$ cat src/rtl/wordcell_access_ctrl.sv
// rtl/wordcell_access_ctrl.sv - valid/ready request port to Wordcell latch-array cycle sequencer
// Optional readback check after every write: define WORDCELL_WRITE_VERIFY_EN.
module wordcell_access_ctrl #(
  parameter int ADDR_W    = 2,
  parameter int WR_CYCLES = 1,
  parameter int RD_CYCLES = 1
) (
  input  logic                   clk,
  input  logic                   rst_n,
  input  logic                   req_valid,
  output logic                   req_ready,
  input  logic                   req_we,
  input  logic [ADDR_W-1:0]      req_addr,
  input  logic [7:0]             req_wdata,
  output logic                   rsp_valid,
  input  logic                   rsp_ready,
  output logic [7:0]             rsp_rdata,
  output logic                   rsp_err,
  output logic                   op,
  output logic [2**ADDR_W-1:0]   sel_x,
  output logic [7:0]             in_bus,
  input  logic [7:0]             arr_rdata
);

  localparam int NUM_WORDS = 2 ** ADDR_W;
  localparam int MAX_CYC   = (WR_CYCLES > RD_CYCLES) ? WR_CYCLES : RD_CYCLES;
  localparam int CNT_W     = (MAX_CYC > 1) ? $clog2(MAX_CYC) : 1;
  localparam logic [CNT_W-1:0] WR_LOAD = CNT_W'(WR_CYCLES - 1);
  localparam logic [CNT_W-1:0] RD_LOAD = CNT_W'(RD_CYCLES - 1);

  typedef enum logic [2:0] {
    S_IDLE,
    S_SETUP,
    S_WRITE,
    S_HOLD,
    S_READ,
`ifdef WORDCELL_WRITE_VERIFY_EN
    S_VERIFY,
`endif
    S_RESP
  } state_e;

  state_e             state_q, state_d;
  logic [CNT_W-1:0]   cnt_q, cnt_d;
  logic [ADDR_W-1:0]  addr_q, addr_d;
  logic [7:0]         in_bus_q, in_bus_d;
  logic [7:0]         rdata_q, rdata_d;
  logic               err_q, err_d;
  logic [NUM_WORDS-1:0] sel_onehot;

  assign sel_onehot = NUM_WORDS'(1) << addr_q;

  // op/sel_x decode straight from state so an async reset drops them at once
  always_comb begin
    state_d   = state_q;
    cnt_d     = cnt_q;
    addr_d    = addr_q;
    in_bus_d  = in_bus_q;
    rdata_d   = rdata_q;
    err_d     = err_q;
    op        = 1'b0;
    sel_x     = '0;
    rsp_valid = 1'b0;
    req_ready = 1'b0;
    unique case (state_q)
      S_IDLE: begin
        req_ready = 1'b1;
        if (req_valid) begin
          addr_d = req_addr;
          if (req_we) begin
            in_bus_d = req_wdata;
            state_d  = S_SETUP;
          end else begin
            cnt_d   = RD_LOAD;
            state_d = S_READ;
          end
        end
      end
      S_SETUP: begin
        cnt_d   = WR_LOAD;
        state_d = S_WRITE;
      end
      S_WRITE: begin
        op    = 1'b1;
        sel_x = sel_onehot;
        if (cnt_q == '0) state_d = S_HOLD;
        else             cnt_d   = cnt_q - CNT_W'(1);
      end
      S_HOLD: begin
`ifdef WORDCELL_WRITE_VERIFY_EN
        cnt_d   = RD_LOAD;
        state_d = S_VERIFY;
`else
        rdata_d = in_bus_q;
        err_d   = 1'b0;
        state_d = S_RESP;
`endif
      end
      S_READ: begin
        sel_x = sel_onehot;
        if (cnt_q == '0) begin
          rdata_d = arr_rdata;
          err_d   = 1'b0;
          state_d = S_RESP;
        end else begin
          cnt_d = cnt_q - CNT_W'(1);
        end
      end
`ifdef WORDCELL_WRITE_VERIFY_EN
      S_VERIFY: begin
        sel_x = sel_onehot;
        if (cnt_q == '0) begin
          rdata_d = arr_rdata;
          err_d   = (arr_rdata != in_bus_q);
          state_d = S_RESP;
        end else begin
          cnt_d = cnt_q - CNT_W'(1);
        end
      end
`endif
      S_RESP: begin
        rsp_valid = 1'b1;
        if (rsp_ready) begin
          in_bus_d = 8'h00;
          state_d  = S_IDLE;
        end
      end
      default: state_d = S_IDLE;
    endcase
  end

  always_ff @(posedge clk or negedge rst_n) begin
    if (!rst_n) begin
      state_q  <= S_IDLE;
      cnt_q    <= '0;
      addr_q   <= '0;
      in_bus_q <= 8'h00;
      rdata_q  <= 8'h00;
      err_q    <= 1'b0;
    end else begin
      state_q  <= state_d;
      cnt_q    <= cnt_d;
      addr_q   <= addr_d;
      in_bus_q <= in_bus_d;
      rdata_q  <= rdata_d;
      err_q    <= err_d;
    end
  end

  assign in_bus    = in_bus_q;
  assign rsp_rdata = rdata_q;
  assign rsp_err   = err_q;

endmodule

$ cat config.mk
export PLATFORM = sky130hd
export DESIGN_NAME = wordcell_access_ctrl
export DESIGN_NICKNAME = d
export VERILOG_FILES = /design/src/rtl/wordcell_access_ctrl.sv
export SDC_FILE = /design/constraint.sdc
export NUM_CORES = 1
export LEC_CHECK = 0
export BUFFER_PORTS_ARGS = -buffer_cell sky130_fd_sc_hd__buf_4
export CORE_MARGIN = 3
export CORE_UTILIZATION = 46
export DETAILED_ROUTE_END_ITERATION = 8
export PLACE_DENSITY_LB_ADDON = 0.1
export SYNTH_ARGS = -nofsm -noshare
export SYNTH_HDL_FRONTEND = slang
export SYNTH_SLANG_ARGS = --single-unit
$ cat constraint.sdc
create_clock -name clk -period 1.4 [get_ports clk]
set_input_delay 0.07 -clock clk [delete_from_list [all_inputs] [get_ports clk]]
set_output_delay 0.07 -clock clk [all_outputs]
set_load 0.03 [all_outputs]
After elaboration in Yosys (flattened, before gate mapping) --
Index checks and enable logic that the tools add are counted.
Word-level totals: register bits 23, bits of input ports 23, output and inout port bits 24
Cells by class: add/subtract/negate cells 1, equality and inequality tests 11, shift-type cells 1, muxes and demuxes 22, reduce and logical (&&, ||, !) cells 10
Operators by type and width (count):
- two-way mux 8 bit | 4
- case mux 8 bit (2 select lines) | 2
- case mux 3 bit (6 select lines) | 1
- two-way mux 3 bit | 5
- inequality test 2 bit (second input constant) | 6
- AND reduction 4 bit | 2
- two-way mux 1 bit | 7
- equality test 3 x 2 -> 1 bit (second input constant) | 2
- equality test 3 bit (second input constant) | 2
- two-way mux 4 bit | 1
- AND reduction 2 bit | 2
- nonzero test 2 bit | 2
- << shifter 1 x 2 -> 4 bit (first input constant) | 1
- equality test 3 x 1 -> 1 bit (second input constant) | 1
- zero test 3 bit | 1
- case mux 1 bit (3 select lines) | 1
- AND reduction 3 bit | 1
- nonzero test 3 bit | 1
- case mux 1 bit (2 select lines) | 1
- OR reduction 2 bit | 1
- subtractor 1 bit (second input constant) | 1

Logic depth before layout (Yosys ltp) --
depth after elaboration 4, gate-level depth with buffers 5

Least setup slack after synthesis --
OpenSTA, ideal clock, no wires.
path kind register to register, start point register state_q[0], end point register addr_q[0], library setup time 0.125 ns, arrival 1.728 ns, data required time 1.275 ns, path slack -0.453 ns, stages on the path, launching flop included 5, path buffers 1, cells stage by stage dfrtp_1 > buf_4 > nor3_1 > nand2_1 > mux2_2
Between the ends: longest elaborated chain between the ends 2
Ends and longest elaborated chain:
- from (decl) | RTL line 43 | state_e state_q, state_d;
- from (signal assigned) | RTL line 141 | state_q <= state_d;
- zero test 3 bit | RTL line 65 | unique case (state_q)
- AND reduction 2 bit (no source line)
- to (signal assigned) | RTL line 143 | addr_q <= addr_d;
- to (decl) | RTL line 45 | logic [ADDR_W-1:0] addr_q, addr_d;
No other way between the ends. A chain may end at the register's enable or synchronous reset.

Worst setup path after layout --
start point register state_q[1], end point output sel_x[2]
Between the ends: longest elaborated chain between the ends 3
Ends and longest elaborated chain:
- equality test 3 bit / equality test 3 x 2 -> 1 bit (equally long branches) | RTL line 65
- OR reduction 2 bit (no source line) (*)
- two-way mux 4 bit (*) | RTL line 65
- to (decl) | RTL line 20 | output logic [2**ADDR_W-1:0] sel_x,
Mark *: on every way between the ends. The rest lies on a longest branch, timed or not.

==> run summary <==
Synth cell types -> 30
Design Area, Final -> 1815 um^2
Dpl ws -> 0.02467 ns
H-tree level count -> 1
Tmin final -> 1.676 ns
Power Dens Cells -> 2438 nW/um^2
Drt first pass iters -> 4
Worst Setup Start Kind -> flip-flop
Reg2reg end -> addr_q[0]
CP Capture Point -> sel_x[2]
Post-DP HPWL -> 1.949 mm
Post-synth top flop -> dfrtp_1
Crit path DAT -> 1.61 ns
Gr ovfl total -> 0
Post-DRT Antenna Nets -> 0
Die H -> 54.84 um
Status -> finished with violations
VDD IR max -> 0.001658 V
R2R Path Start -> state_q[2]
Vias -> 1134
Die width -> 54.84 um
Antenna Cells -> 0
Mean area per synthesized cell -> 10.55 um^2
Overall global routing resource usage -> 21.57%
# port buffers -> 45
Synth Instances -> 104
RSZ-0062 raised after global routing -> yes
Die area -> 3007 um^2
Initial antenna violation count -> 0
Num CTS Buffers -> 3
Failing checks -> setup timing
Slowest cell on crit path -> dfrtp_1
Final Power -> 4426 uW
CTS Root Cell -> clkbuf_4
Async set-or-reset flop fraction in the synthesized netlist -> 100.0%
Crit path max fanout -> 5
Placer Congestion -> 0.7984
Fin crit share -> 119.7%
CTS Sinks -> 21
Final TNS setup -> -3.547 ns
Routed Wire Length -> 3.321 mm
Largest net degree at the start of global routing -> 22
Layout cells sized above 1 -> 50.57%
P_leak -> 0.0008588 uW
CORE AREA -> 2233 um^2
Crit path capture type -> primary output
Vias per inst -> 5.614
Worst Path Required -> 1.33 ns
DRC Markers -> 0
Reg2reg setup slack -> -0.14 ns
Final layout net count -> 198
Largest stage delay on the critical path -> 0.46 ns
Clk slew on worst S/H paths -> 0.12 ns
Total area of sequential cells -> 525.5 um^2
Clock latency on the worst-skew pair -> 0.31 ns
Synth warn -> 0
Final WS setup -> -0.2762 ns
Clk_skew -> 0.001543 ns
CTS max path bufs -> 2
Number of setup violations in the final report -> 25
Boundary Pins -> 47
Synthesized flop and latch total -> 21
DR iter-0 viols -> 25
Final core utilization -> 81.29%
Critical-path cell list -> nand2b_1, a21o_1, nor3b_2, buf_4
Mapped Area -> 1097 um^2
Worst Setup SP -> state_q[1]
CTS tree -> done
Max-cap violations -> 0
Max Freq -> 596.6 MHz
Worst r2r path cells -> 7
Area Growth Syn to Fin -> 65.45%
# rows -> 17
Max Slew Vio Count -> 0
Number of global-route vias before repair -> 1037
Mapped Nets -> 127
Post-synth EDFFs -> 0
Sequential share of the synthesized area -> 47.89%
Avg WL per Cell -> 16.44 um
Final hold vios -> 0
First-pass GRT wire length -> 4.567 mm
Starting Density -> 49.13%
Area of the multi-input gates -> 593.1 um^2
Min-delay worst type -> input pin to flip-flop
Crit Path Class -> flip-flop to primary output
Placement Cell Area -> 1506 um^2
Filler cells -> 131
[layout make-up]
class / instances / share of cell area, %
multi-input combinational: 72 / 32.67
inverter: 2 / 0.4135
tap: 28 / 1.930
sequential: 21 / 28.95
clock buffer: 4 / 1.447
timing repair buffer: 75 / 34.60
[state kept, by name (all words and copies together), names as in the netlist]
name and cells:
in_bus 8, addr_q 2, state_q 3, rsp_rdata 8
[critical path, delay by kind of cell (launching register included)]
family,cells,cell delay [ns]
buf+inv,1,0.18
compound gates,1,0.25
simple gates,2,0.41
flops,1,0.46
[stage by stage]
step                      cells  hold slack [ns]
after global placement      178         -0.03520
after detailed placement    178         -0.03247
final                       202          0.03188
after floorplan             104          -0.2256
after global routing        202          0.03562
after CTS                   199          0.03741
[layout by cell type, fill, tap and decap left out, types with 6 or more instances in the layout]
| cell type | instances |
|---|---|
| a22o_1 | 8 |
| o21ai_0 | 6 |
| o221a_1 | 8 |
| nor2_1 | 9 |
| dfrtp_1 | 21 |
| dlygate4sd3_1 | 11 |
| nor3b_2 | 7 |
| buf_6 | 10 |
| buf_4 | 54 |
[power breakdown]
group          switching [uW]  internal [uW]
clock                     188            111
combinational            1540           1390
sequential                292            905
total                    2020           2410
[layer usage]
metal / up-vias / global-route usage [%] / part of all wire (%)
li1: 521 / - / -
met1: 560 / 28.60 / 42
met2: 47 / 35.04 / 51
met3: 6 / 4.360 / 5.1
met4: 0 / 6.639 / 2.0
met5: - / 0 / 0
[worst min path at each step]
stage	slack, ns	cells past startpoint	from	end
floorplan	-0.23	0	rst_n	addr_q[0]
global placement	-0.04	1	rst_n	rsp_rdata[3]
detailed placement	-0.03	1	rst_n	rsp_rdata[6]
CTS	0.04	2	arr_rdata[0]	rsp_rdata[0]
global route	0.04	2	arr_rdata[7]	rsp_rdata[7]
finish	0.03	2	arr_rdata[1]	rsp_rdata[1]
[repair_timing]
action | CTS | global route
pin swaps | 4 | 15
setup endpoints to repair | 6 | 25
hold endpoints to repair | 31 | 0
buffers inserted | 6 | 6
hold buffers | 11 | 0
resized for setup | 13 | 16
gates cloned | 0 | 0
[kinds of logic (layout without fill, tap and decap cells)]
family | Yosys count | after routing | share of synthesized area, %
AOI/OAI and AO/OA | 32 | 32 | 23.15
xor gates and xnor gates | 1 | 1 | 0.7983
buffers and inverters | 11 | 81 | 6.498
DFF | 21 | 21 | 47.89
muxes | 2 | 2 | 2.052
other | 1 | 1 | 0.3417
and+or+nand+nor | 36 | 36 | 19.27
[cell usage after synthesis (all sizes together) (2+ instances only)]
| cell type | instances | area share (%) |
|---|---|---|
| a21o | 2 | 1.4 |
| a21oi | 3 | 1.4 |
| a22o | 8 | 6.4 |
| and3 | 3 | 1.7 |
| buf | 7 | 5.0 |
| clkbuf | 2 | 0.80 |
| dfrtp | 21 | 48 |
| inv | 2 | 0.68 |
| mux2 | 2 | 2.1 |
| nand2 | 3 | 1.0 |
| nand2b | 4 | 2.3 |
| nor2 | 9 | 3.1 |
| nor3 | 3 | 1.4 |
| nor3b | 10 | 6.8 |
| o21ai | 9 | 4.4 |
| o221a | 8 | 8.2 |
No activity file was read; power rests on OpenSTA's default activity.
